--- src/rtl/branch_resolve.sv ---
// branch_resolve: Execute-stage branch resolution and one-bit predictor update.
// Captures a predicted branch leaving Decode, resolves it against takenE in
// Execute, drives the predictor write, the mispredict redirect/squash and two
// saturating performance counters.
module branch_resolve #(
    parameter int AW = 32,
    parameter int CW = 16
) (
    input  logic          clk,
    input  logic          reset,
    input  logic          branchD,
    input  logic          predD,
    input  logic [AW-1:0] pcD,
    input  logic [AW-1:0] pcplus4D,
    input  logic [AW-1:0] pcbranchD,
    input  logic          flushE,
    input  logic          takenE,
    output logic          weE,
    output logic [AW-1:0] waddrE,
    output logic          wdE,
    output logic          mispredictE,
    output logic [AW-1:0] redirectPcE,
    output logic          squashD,
    output logic [CW-1:0] branchCount,
    output logic [CW-1:0] mispredCount
);

    localparam logic [CW-1:0] CNT_ONE = {{(CW-1){1'b0}}, 1'b1};
    localparam logic [CW-1:0] CNT_MAX = {CW{1'b1}};

    logic          validE;
    logic          predE;
    logic [AW-1:0] pcE;
    logic [AW-1:0] pcplus4E;
    logic [AW-1:0] pcbranchE;
    logic          capture;

    // A stalled branch stays in Decode (flushE) and a mispredict kills the
    // younger Decode instruction, so neither case may load the E registers.
    assign capture = branchD & ~flushE & ~mispredictE;

    // E-stage register set: valid bit follows capture, data holds otherwise
    always_ff @(posedge clk) begin
        if (reset) begin
            validE    <= 1'b0;
            predE     <= 1'b0;
            pcE       <= '0;
            pcplus4E  <= '0;
            pcbranchE <= '0;
        end else begin
            validE <= capture;
            if (capture) begin
                predE     <= predD;
                pcE       <= pcD;
                pcplus4E  <= pcplus4D;
                pcbranchE <= pcbranchD;
            end
        end
    end

    // Saturating counters; reset discards a branch sitting in Execute
    always_ff @(posedge clk) begin
        if (reset) begin
            branchCount  <= '0;
            mispredCount <= '0;
        end else begin
            if (validE && branchCount != CNT_MAX)
                branchCount <= branchCount + CNT_ONE;
            if (mispredictE && mispredCount != CNT_MAX)
                mispredCount <= mispredCount + CNT_ONE;
        end
    end

    // Resolution outputs, all combinational from the E registers and takenE
    always_comb begin
        weE         = validE;
        waddrE      = pcE;
        wdE         = takenE;
        mispredictE = validE & (predE ^ takenE);
        redirectPcE = takenE ? pcbranchE : pcplus4E;
        squashD     = mispredictE;
    end

endmodule

--- config.mk ---
export PLATFORM = sky130hd
export DESIGN_NAME = branch_resolve
export DESIGN_NICKNAME = d
export VERILOG_FILES = /design/src/rtl/branch_resolve.sv
export SDC_FILE = /design/constraint.sdc
export NUM_CORES = 1
export LEC_CHECK = 0
export CAP_MARGIN = 25
export CORE_MARGIN = 5
export CORE_UTILIZATION = 45
export CTS_CLUSTER_DIAMETER = 150
export DETAILED_ROUTE_END_ITERATION = 8
export PLACE_DENSITY = 0.77
export SLEW_MARGIN = 20
export SYNTH_ARGS = -nofsm -noshare
export SYNTH_HDL_FRONTEND = slang
export SYNTH_SLANG_ARGS = --single-unit
--- constraint.sdc ---
create_clock -name clk -period 2.5 [get_ports clk]
set_clock_uncertainty 0.2 [all_clocks]
set_input_delay 0.5 -clock clk [delete_from_list [all_inputs] [get_ports clk]]
set_output_delay 0.5 -clock clk [all_outputs]
set_load 0.01 [all_outputs]
==> results.cfg <==
[status]
outcome = finished, final reports clean

[cts]
cts_made_buffers = 17
cts_max_path_buffers = 2
cts.htree.levels = 4
clk_pin_slew_ns = 0.05
post_cts_buffers = 0
cts_tree = yes
cts_root_buf = clkbuf_16
cts_sinks = 130
clk_latency_ns = 0.41

[detailed_routing]
drt-pass1-iter-count = 4
num_vias = 4881
routed_via_density = 5.19
drc = 0
ant_nets = 0
drtIter0Drc = 432
drt-total-wl_mm = 15.6
wl_per_cell_um = 16.6

[synth]
synth_edf_count = 0
synth_top_area_share = 0.469
avgSynthCellArea_um2 = 9.92
post_synth_num_cell_types = 45
yosys-top-cells-area = dfxtp_1, mux2i_1, nor2_1
synth.net_count = 664
yosys_warnings = 0
syn-cell-area_mm2 = 0.00555
synth-seq-cells = 130
syn-instance-count = 560
synth_top_area_cell = dfxtp_1
yosysSeqAreaShare = 0.469
async_flop_share = 0
synth_ff_type = dfxtp_1

[placement]
dp_hpwl_mm = 11.5
io_buffers = 201
gp_congestion = 0.828
placed_area_mm2 = 0.00779

[worst_setup_path]
critPathSlowestCell = clkdlybuf4s50_1
r2r_start = branchCount[0]
cp.required_ns = 1.80
crit_path_end_kind = output port
slowest_delay_ns = 0.50
setup.worst_path.start = takenE
cp_cell_sequence = buf_2 -> buf_12 -> mux2_2 -> clkdlybuf4s50_1
cp_data_arrival_time_ns = 1.72
crit_path_start_kind = input port
critical_path.max_fanout = 31
path_class = input port to output port

[final_layout]
final_core_util = 0.701
diodes = 0
final_nets = 863
syn2layout_area_growth_pct = 52.3
finalInstanceArea_mm2 = 0.00846
drive_above_1_share = 0.122

[timing]
setup_violations = 0
drv_slew = 0
rsz0062_at_grt = no
hold_slack_ns = 0.292
setup_tns_ns = 0
worst_pin_slew_ns = 0.609
final_hold_viol_count = 0
max_freq_ghz = 0.413
timing.final.crit_share = 0.969
fin_crit_ns = 2.42
max-slew-margin-rel = 0.590

[run]
drv_cap = 0

[floorplanning]
start_util = 0.460
die_w_um = 121
rows = 40
core_area_mm2 = 0.0121
die_area_mm2 = 0.0147
io_pins = 202
die_h_um = 121

[global_route]
grt_max_degree = 47
antenna_found_initial = 0
grt_usage = 0.210
overflow = 0
grt_pass1_wl_mm = 24.5
grt_pass1_vias = 4853

[worst_hold_path]
min-delay-start = waddrE[14]
hold_class = flip-flop to flip-flop

[pwr]
p_leak_nw = 3.22
ir_worst_vdd_mv = 0.450
powerDensity_mw_per_mm2 = 661
==> repair_timing <==
action,4_1_cts,5_1_grt
hold buffers,0,0
endpoints found under the setup margin,2,1
cloned,0,0
resized for setup,2,1
==> routing by layer <==
layer  vias up  global-route usage  share of wire
li1       2372                   -              -
met1      2301               0.229           0.38
met2       172               0.371           0.52
met3        36              0.0685          0.066
met4         0              0.0935          0.034
met5         -                   0              0
==> final cells by class <==
| cell class | instances | area (um2) |
|---|---|---|
| Fill cell | 919 | 3600 |
| Sequential cell | 130 | 2610 |
| Timing Repair Buffer | 216 | 2220 |
| Tap cell | 168 | 210 |
| Clock buffer | 22 | 484 |
| Multi-Input combinational cell | 389 | 2740 |
| Inverter | 5 | 18.8 |
| Clock inverter | 10 | 178 |
==> cell families (layout without fill, tap and decap cells) <==
family,Yosys count,in the layout,synth area share
XOR/XNOR,2,2,0.00654
AND/OR/NAND/NOR,198,198,0.169
buffers and inverters,41,253,0.0385
AO/OA/AOI/OAI,49,49,0.0552
adder cells (fa/ha/maj),2,2,0.00451
multiplexers,138,138,0.257
flip-flops,130,130,0.469
==> cells in the mapped netlist, types with 6 or more instances <==
cell type,instances
nand2_1,11
or3_1,9
nor2b_1,6
buf_2,9
nor4_1,6
nand4_1,11
a21oi_1,17
o21ai_0,11
nand3_1,12
dfxtp_1,130
nor3_1,10
clkbuf_1,15
mux2_2,37
mux2i_1,100
nor2_1,112
==> stage by stage <==
| step | total power [mW] | std cells | worst slack (ns) |
|---|---|---|---|
| 2_1_floorplan | 2.52 | 560 | 0.373 |
| 3_3_place_gp | 2.86 | 908 | 0.104 |
| 3_5_place_dp | 2.88 | 908 | 0.0823 |
| 4_1_cts | 5.65 | 940 | 0.0608 |
| 5_1_grt | 5.80 | 940 | 0.00980 |
| 6_report | 5.59 | 940 | 0.0768 |
==> report_power, final <==
| group | internal, mW | leakage [nW] | total (mW) | switching, mW |
|---|---|---|---|---|
| Combinational | 0.389 | 1.84 | 0.629 | 0.241 |
| Sequential | 2.15 | 1.06 | 2.20 | 0.0491 |
| Clock | 1.87 | 0.326 | 2.75 | 0.886 |
==> registers in the layout (all words and copies together), names as in the netlist <==
name,flops
branchCount,16
mispredCount,16
pcbranchE,32
pcplus4E,32
predE,1
waddrE,32
weE,1
==> worst paths after layout <==
path / to / slack (ns) / cells past startpoint
worst min-delay path: waddrE[14] / 0.29 / 2
worst max-delay path: redirectPcE[13] / 0.08 / 4
worst min register to register: waddrE[14] / 0.29 / 2
worst max register to register: branchCount[8] / 0.32 / 5
==> critical path: cells and delay by family <==
kind | cells | cell delay, ns
buffers and inverters | 3 | 0.84
multiplexers | 1 | 0.35
==> placed cells by master, fill, tap and decap left out, types with 6 or more instances in the layout <==
master / instances
or3_1: 9
nand2_1: 11
nor4_1: 6
nor2b_1: 6
buf_4: 8
o21ai_0: 11
clkdlybuf4s50_1: 198
a21oi_1: 17
clkbuf_16: 17
mux2_2: 37
nor2_1: 112
buf_12: 8
dfxtp_1: 128
nand3_1: 12
nor3_1: 10
mux2i_1: 100
nand4_1: 11
(Power assumes the default switching activity.)
